--- src/rtl/axi_ic_pkg.sv ---
// Shared types and default sizing for the AXI-stream style interconnect blocks.
// Holds the routing state enum used by the demultiplexer.
package axi_ic_pkg;

   localparam int unsigned AXI_IC_WIDTH   = 32;
   localparam int unsigned AXI_IC_NUM_OUT = 4;

   typedef enum logic [1:0] {
      IDLE  = 2'd0,
      ROUTE = 2'd1,
      DROP  = 2'd2
   } axi_ic_state_e;

endpackage

--- src/rtl/axi_reg_slice.sv ---
// One-entry valid/ready register stage; a full entry is replaced in the same
// cycle it drains, so a stream passes at one beat per clock.
module axi_reg_slice
   import axi_ic_pkg::*;
#(
   parameter int unsigned W = AXI_IC_WIDTH + 1
) (
   input  logic         clk_i,
   input  logic         rst_i,
   input  logic         s_valid_i,
   input  logic [W-1:0] s_data_i,
   output logic         s_ready_o,
   output logic         m_valid_o,
   output logic [W-1:0] m_data_o,
   input  logic         m_ready_i
);

   logic         full_q, full_d;
   logic [W-1:0] data_q, data_d;

   assign s_ready_o = !full_q || m_ready_i;
   assign m_valid_o = full_q;
   assign m_data_o  = data_q;

   // Next-state of the entry: load on push, clear on drain, else hold
   always_comb begin
      full_d = full_q;
      data_d = data_q;
      if (s_valid_i && s_ready_o) begin
         full_d = 1'b1;
         data_d = s_data_i;
      end else if (m_ready_i) begin
         full_d = 1'b0;
         data_d = '0;
      end else begin
         full_d = full_q;
         data_d = data_q;
      end
   end

   // Entry register with synchronous reset
   always_ff @(posedge clk_i) begin
      if (rst_i) begin
         full_q <= 1'b0;
         data_q <= '0;
      end else begin
         full_q <= full_d;
         data_q <= data_d;
      end
   end

endmodule

--- src/rtl/axi_demux_1xn_reg.sv ---
// 1-to-N burst demultiplexer with one shared registered output stage.
// Define AXI_DEMUX_DECERR_EN to drop out-of-range selects and pulse dec_err.
module axi_demux_1xn_reg
   import axi_ic_pkg::*;
#(
   parameter int unsigned WIDTH   = AXI_IC_WIDTH,
   parameter int unsigned NUM_OUT = AXI_IC_NUM_OUT,
   parameter int unsigned SEL_W   = $clog2(NUM_OUT)
) (
   input  logic                     ACLK,
   input  logic                     ARESET,
   input  logic                     enable,
   input  logic [WIDTH-1:0]         in_data,
   input  logic [SEL_W-1:0]         in_sel,
   input  logic                     in_valid,
   input  logic                     in_last,
   output logic                     in_ready,
   output logic [NUM_OUT*WIDTH-1:0] out_data,
   output logic [NUM_OUT-1:0]       out_valid,
   output logic [NUM_OUT-1:0]       out_last,
   input  logic [NUM_OUT-1:0]       out_ready,
   output logic                     busy
`ifdef AXI_DEMUX_DECERR_EN
   ,
   output logic                     dec_err
`endif
);

   axi_ic_state_e    state_q, state_d;
   logic [SEL_W-1:0] sel_q, sel_d;
   logic [SEL_W-1:0] sel_first_s;
   logic             sel_ok_s;
   logic             ready_sel_s;
   logic             sl_ready_s;
   logic             sl_push_s;
   logic             sl_valid_s;
   logic [WIDTH:0]   sl_data_s;
   logic             in_ready_s;
`ifdef AXI_DEMUX_DECERR_EN
   logic             dec_err_q, dec_err_d;
`endif

   assign sel_ok_s = (32'(in_sel) < NUM_OUT);

`ifdef AXI_DEMUX_DECERR_EN
   assign sel_first_s = in_sel;
`else
   assign sel_first_s = sel_ok_s ? in_sel : SEL_W'(NUM_OUT - 1);
`endif

   // Ready of the channel that owns the output register (sel_q)
   always_comb begin
      ready_sel_s = 1'b0;
      for (int k = 0; k < NUM_OUT; k++) begin
         ready_sel_s = ready_sel_s | ((sel_q == SEL_W'(k)) & out_ready[k]);
      end
   end

   axi_reg_slice #(
      .W (WIDTH + 1)
   ) u_out_reg (
      .clk_i     (ACLK),
      .rst_i     (ARESET),
      .s_valid_i (sl_push_s),
      .s_data_i  ({in_last, in_data}),
      .s_ready_o (sl_ready_s),
      .m_valid_o (sl_valid_s),
      .m_data_o  (sl_data_s),
      .m_ready_i (ready_sel_s)
   );

   // Burst FSM: admission, channel lock and push into the output register
   always_comb begin
      state_d    = state_q;
      sel_d      = sel_q;
      in_ready_s = 1'b0;
      sl_push_s  = 1'b0;
`ifdef AXI_DEMUX_DECERR_EN
      dec_err_d  = 1'b0;
`endif
      case (state_q)
         IDLE: begin
            // A held beat from the previous burst still belongs to sel_q here
            if (enable) begin
`ifdef AXI_DEMUX_DECERR_EN
               in_ready_s = sel_ok_s ? sl_ready_s : 1'b1;
`else
               in_ready_s = sl_ready_s;
`endif
            end else begin
               in_ready_s = 1'b0;
            end
            if (in_valid && in_ready_s) begin
`ifdef AXI_DEMUX_DECERR_EN
               if (sel_ok_s) begin
                  sel_d     = sel_first_s;
                  sl_push_s = 1'b1;
                  state_d   = in_last ? IDLE : ROUTE;
               end else begin
                  dec_err_d = in_last;
                  state_d   = in_last ? IDLE : DROP;
               end
`else
               sel_d     = sel_first_s;
               sl_push_s = 1'b1;
               state_d   = in_last ? IDLE : ROUTE;
`endif
            end else begin
               state_d = IDLE;
            end
         end
         ROUTE: begin
            in_ready_s = sl_ready_s;
            if (in_valid && in_ready_s) begin
               sl_push_s = 1'b1;
               state_d   = in_last ? IDLE : ROUTE;
            end else begin
               state_d = ROUTE;
            end
         end
`ifdef AXI_DEMUX_DECERR_EN
         DROP: begin
            in_ready_s = 1'b1;
            if (in_valid && in_last) begin
               dec_err_d = 1'b1;
               state_d   = IDLE;
            end else begin
               state_d = DROP;
            end
         end
`endif
         default: begin
            state_d = IDLE;
         end
      endcase
   end

   // State, channel lock and error pulse registers
   always_ff @(posedge ACLK) begin
      if (ARESET) begin
         state_q   <= IDLE;
         sel_q     <= '0;
`ifdef AXI_DEMUX_DECERR_EN
         dec_err_q <= 1'b0;
`endif
      end else begin
         state_q   <= state_d;
         sel_q     <= sel_d;
`ifdef AXI_DEMUX_DECERR_EN
         dec_err_q <= dec_err_d;
`endif
      end
   end

   // Steer the output register onto the locked channel only
   always_comb begin
      out_valid = '0;
      out_last  = '0;
      out_data  = '0;
      for (int k = 0; k < NUM_OUT; k++) begin
         if (sel_q == SEL_W'(k)) begin
            out_valid[k]               = sl_valid_s;
            out_last[k]                = sl_valid_s & sl_data_s[WIDTH];
            out_data[k*WIDTH +: WIDTH] = sl_valid_s ? sl_data_s[WIDTH-1:0] : '0;
         end else begin
            out_valid[k]               = 1'b0;
            out_last[k]                = 1'b0;
            out_data[k*WIDTH +: WIDTH] = '0;
         end
      end
   end

   assign in_ready = in_ready_s & ~ARESET;
   assign busy     = (state_q != IDLE);
`ifdef AXI_DEMUX_DECERR_EN
   assign dec_err  = dec_err_q;
`endif

endmodule

--- config.mk ---
export PLATFORM = sky130hd
export DESIGN_NAME = axi_demux_1xn_reg
export DESIGN_NICKNAME = d
export VERILOG_FILES = /design/src/rtl/axi_ic_pkg.sv /design/src/rtl/axi_reg_slice.sv /design/src/rtl/axi_demux_1xn_reg.sv
export SDC_FILE = /design/constraint.sdc
export NUM_CORES = 1
export LEC_CHECK = 0
export CAP_MARGIN = 20
export CORE_ASPECT_RATIO = 1.1
export CORE_MARGIN = 3
export CORE_UTILIZATION = 37
export CTS_CLUSTER_DIAMETER = 150
export DETAILED_ROUTE_END_ITERATION = 16
export PLACE_DENSITY = 0.81
export SLEW_MARGIN = 20
export SYNTH_ARGS = -nofsm -noshare
export SYNTH_HDL_FRONTEND = slang
export SYNTH_HIERARCHICAL = 1
export SYNTH_SLANG_ARGS = --single-unit
--- constraint.sdc ---
create_clock -name ACLK -period 2.3 [get_ports ACLK]
set_input_delay 0.46 -clock ACLK [delete_from_list [all_inputs] [get_ports ACLK]]
set_output_delay 0.46 -clock ACLK [all_outputs]
set_load 0.03 [all_outputs]
==> summary.md <==
| Metric | Value |
|---|---|
| Critical path launch point type | input port |
| RSZ-0062 raised after global routing | false |
| Die W | 89.9 um |
| WL final | 8.15 mm |
| Worst-Skew Late Latency | 0.28 ns |
| Worst R2R Path Depth | 9 |
| Synth Area in Compound Gates | 19.3% |
| Pre-antenna DRT Iters | 4 |
| Vias in the first global route | 2650 |
| DRT antenna net count | 0 |
| Synthesis-to-finish area growth | 58.5% |
| Required time of the worst setup path | 1.84 ns |
| Slew Viols, Final | 0 |
| Power per cell area | 339 nW/um^2 |
| Flop2flop setup slack | 0.31 ns |
| Pwr Total | 1.54 mW |
| Routability cong. | 0.747 |
| CTS tree | yes |
| LEAKAGE | 2.10 nW |
| Hold_sp | u_out_reg/m_data_o[27] |
| CTS Sinks | 37 |
| Share of post-route cells with drive strength above 1 | 33.1% |
| Largest family of logic cells by synthesized area | simple AND/OR/NAND/NOR gates |
| Hold Crit Class | reg2reg |
| DRC viols | 0 |
| Initial DRC Count | 60 |
| Average size of a mapped cell | 9.04 sq um |
| Largest net degree at the start of global routing | 73 |
| Netlist Area Pre-Place | 2870 sq um |
| R2R Path Start | sel_q[1] |
| Max_cap viols | 0 |
| FP Rows | 33 |
| Netlist cell types | 26 |
| I/O Buffers | 180 |
| Clock root buffer | clkbuf_8 |
| Fin util | 60.8% |
| First-pass GRT wire length | 13.2 mm |
| Worst EP arrival | 1.80 ns |
| Vias/cell | 4.48 |
| Seq/Total Area, Yosys | 25.9% |
| Largest fanout on the critical path | 2 |
| CP Class | in2out |
| Syn nets | 360 |
| Core Box Area | 7470 sq um |
| Reg2Reg Capture Point | u_out_reg/m_data_o[16] |
| Postcts setup bufs | 0 |
| Status | complete, no violations |
| Worst Tran Pin Value | 0.765 ns |
| Chip height | 98.3 um |
| Clock buffer depth | 2 |
| CP Launch Point | out_ready[3] |
| Initial antenna violation count | 0 |
| # diodes | 0 |
| Total grt overflow | 0 |
| Via count | 2686 |
| Die Area | 8840 sq um |
| H-tree levels | 2 |
| Mux share of post-synthesis cell area | 1.62% |
| # IOs | 181 |
| Setup crit end | in_ready |
| Post-Synth XOR/XNOR Area | 0% |
| Fin crit period | 2.26 ns |
| Yosys reg bits | 37 |
| Adder-Cell Fraction of Synth Area | 0% |
| Total global-route track usage | 18.1% |
| Final-report setup violation count | 0 |
| Routed wire per std cell | 13.6 um |
| F_max | 443 MHz |
| Reg clk slew, reported paths | 0.07 ns |
| Initial Util | 38.3% |
| Final #Nets | 538 |
| Period utilization | 98.2% |
| Worst vdd ir | 0.218 mV |
| Synthesis Warnings | 6 |
| Max-slew headroom | 49.0% |
| Hold Vio Cnt, Final | 0 |
| CTS Buf Count | 5 |
| Critical path capture point type | output pin |
| Dpl hpwl | 6.24 mm |
| Synth Instances | 317 |
| Simple-gate share of the synthesized area | 40.2% |
| Clk_skew | 0.00797 ns |
[Yosys cell counts]
| master | n | share of area [%] |
|---|---|---|
| a31oi_1 | 1 | 0.22 |
| nor2_1 | 2 | 0.26 |
| dfxtp_1 | 37 | 26 |
| o32ai_1 | 3 | 0.92 |
| nand2b_1 | 36 | 7.9 |
| and3_1 | 1 | 0.22 |
| mux2i_1 | 2 | 0.70 |
| nand2b_2 | 1 | 0.31 |
| or2b_1 | 1 | 0.26 |
| and3b_4 | 2 | 0.87 |
| buf_2 | 4 | 0.70 |
| nor3b_1 | 1 | 0.26 |
| a311oi_1 | 1 | 0.31 |
| and4b_1 | 1 | 0.35 |
| o21bai_4 | 1 | 0.66 |
| o32ai_2 | 30 | 17 |
| a21oi_1 | 1 | 0.17 |
| nand2_2 | 1 | 0.22 |
| nor3b_4 | 1 | 0.66 |
| clkbuf_1 | 3 | 0.39 |
| inv_1 | 33 | 4.3 |
| buf_6 | 19 | 7.5 |
| nand2_1 | 1 | 0.13 |
| inv_2 | 1 | 0.13 |
| and2_1 | 132 | 29 |
| mux4_1 | 1 | 0.92 |
[worst max-delay path, stage by stage]
cell and delay [ns]:
clkdlybuf4s50_1 0.40, mux4_2 0.49, nand2b_4 0.16, nor3b_1 0.13, buf_4 0.16
[worst min path at each step]
stage / to / depth (start not counted)
after global routing: u_out_reg/m_data_o[25] / 2
after CTS: u_out_reg/m_data_o[27] / 2
after detailed placement: u_out_reg/m_data_o[27] / 2
final: u_out_reg/m_data_o[27] / 2
after floorplan: u_out_reg/m_data_o[27] / 2
after global placement: u_out_reg/m_data_o[28] / 2
[placed cells by master (no fill, tap or decap), drive strengths merged, types with 7 or more instances in the layout]
| cell | instances |
|---|---|
| and2 | 132 |
| buf | 120 |
| clkbuf | 7 |
| clkdlybuf4s50 | 43 |
| dfxtp | 37 |
| dlygate4sd2 | 34 |
| inv | 34 |
| nand2b | 37 |
| o32ai | 33 |
[what timing repair did]
action | CTS | global route
gates resized for setup | 38 | 5
gates cloned | 0 | 0
hold buffers | 0 | 0
endpoints found under the setup margin | 35 | 1
[where the power goes]
part           switching [mW]  internal [mW]  total [mW]
Sequential             0.0321          0.673       0.705
Combinational           0.184          0.195       0.378
Clock                   0.219          0.238       0.457
Total                   0.435           1.11        1.54
[final cells by class]
| type | count | area [sq um] |
|---|---|---|
| fill | 664 | 2930 |
| tap | 105 | 131 |
| multi-input combinational | 220 | 1750 |
| timing repair buffer | 197 | 1700 |
| inverter | 34 | 128 |
| clock buffer | 7 | 86.3 |
| sequential | 37 | 741 |
[through the flow]
step	hold WS [ns]	area, sq um	cells	setup TNS (ns)	worst slack [ns]
2_1_floorplan	0.474	2870	317	0	0.225
3_3_place_gp	0.498	4500	593	-4.15	-0.437
3_5_place_dp	0.503	4500	593	-5.95	-0.454
4_1_cts	0.515	4540	600	-0.145	-0.145
5_1_grt	0.551	4540	600	0	0.000557
6_report	0.509	4540	600	0	0.0419
[layer usage]
metal  global-route usage [%]  wire length (um)
met1                     18.4              3100
met2                     35.7              4320
met3                     5.01               623
met4                     5.42               113
met5                        0                 0
[logic make-up (layout without fill, tap and decap cells)]
logic type      count (synthesis)  in the layout
compound gates                 37             37
buf+inv                        60            238
flops                          37             37
mux                             3              3
simple gates                  180            180
[registers in the layout, indices dropped and copies added, names as in the netlist]
| register | count |
|---|---|
| sel_q | 2 |
| state_q | 1 |
| u_out_reg/m_data_o | 33 |
| u_out_reg/m_valid_o | 1 |
Note: power is estimated with default switching activity, not from simulation.
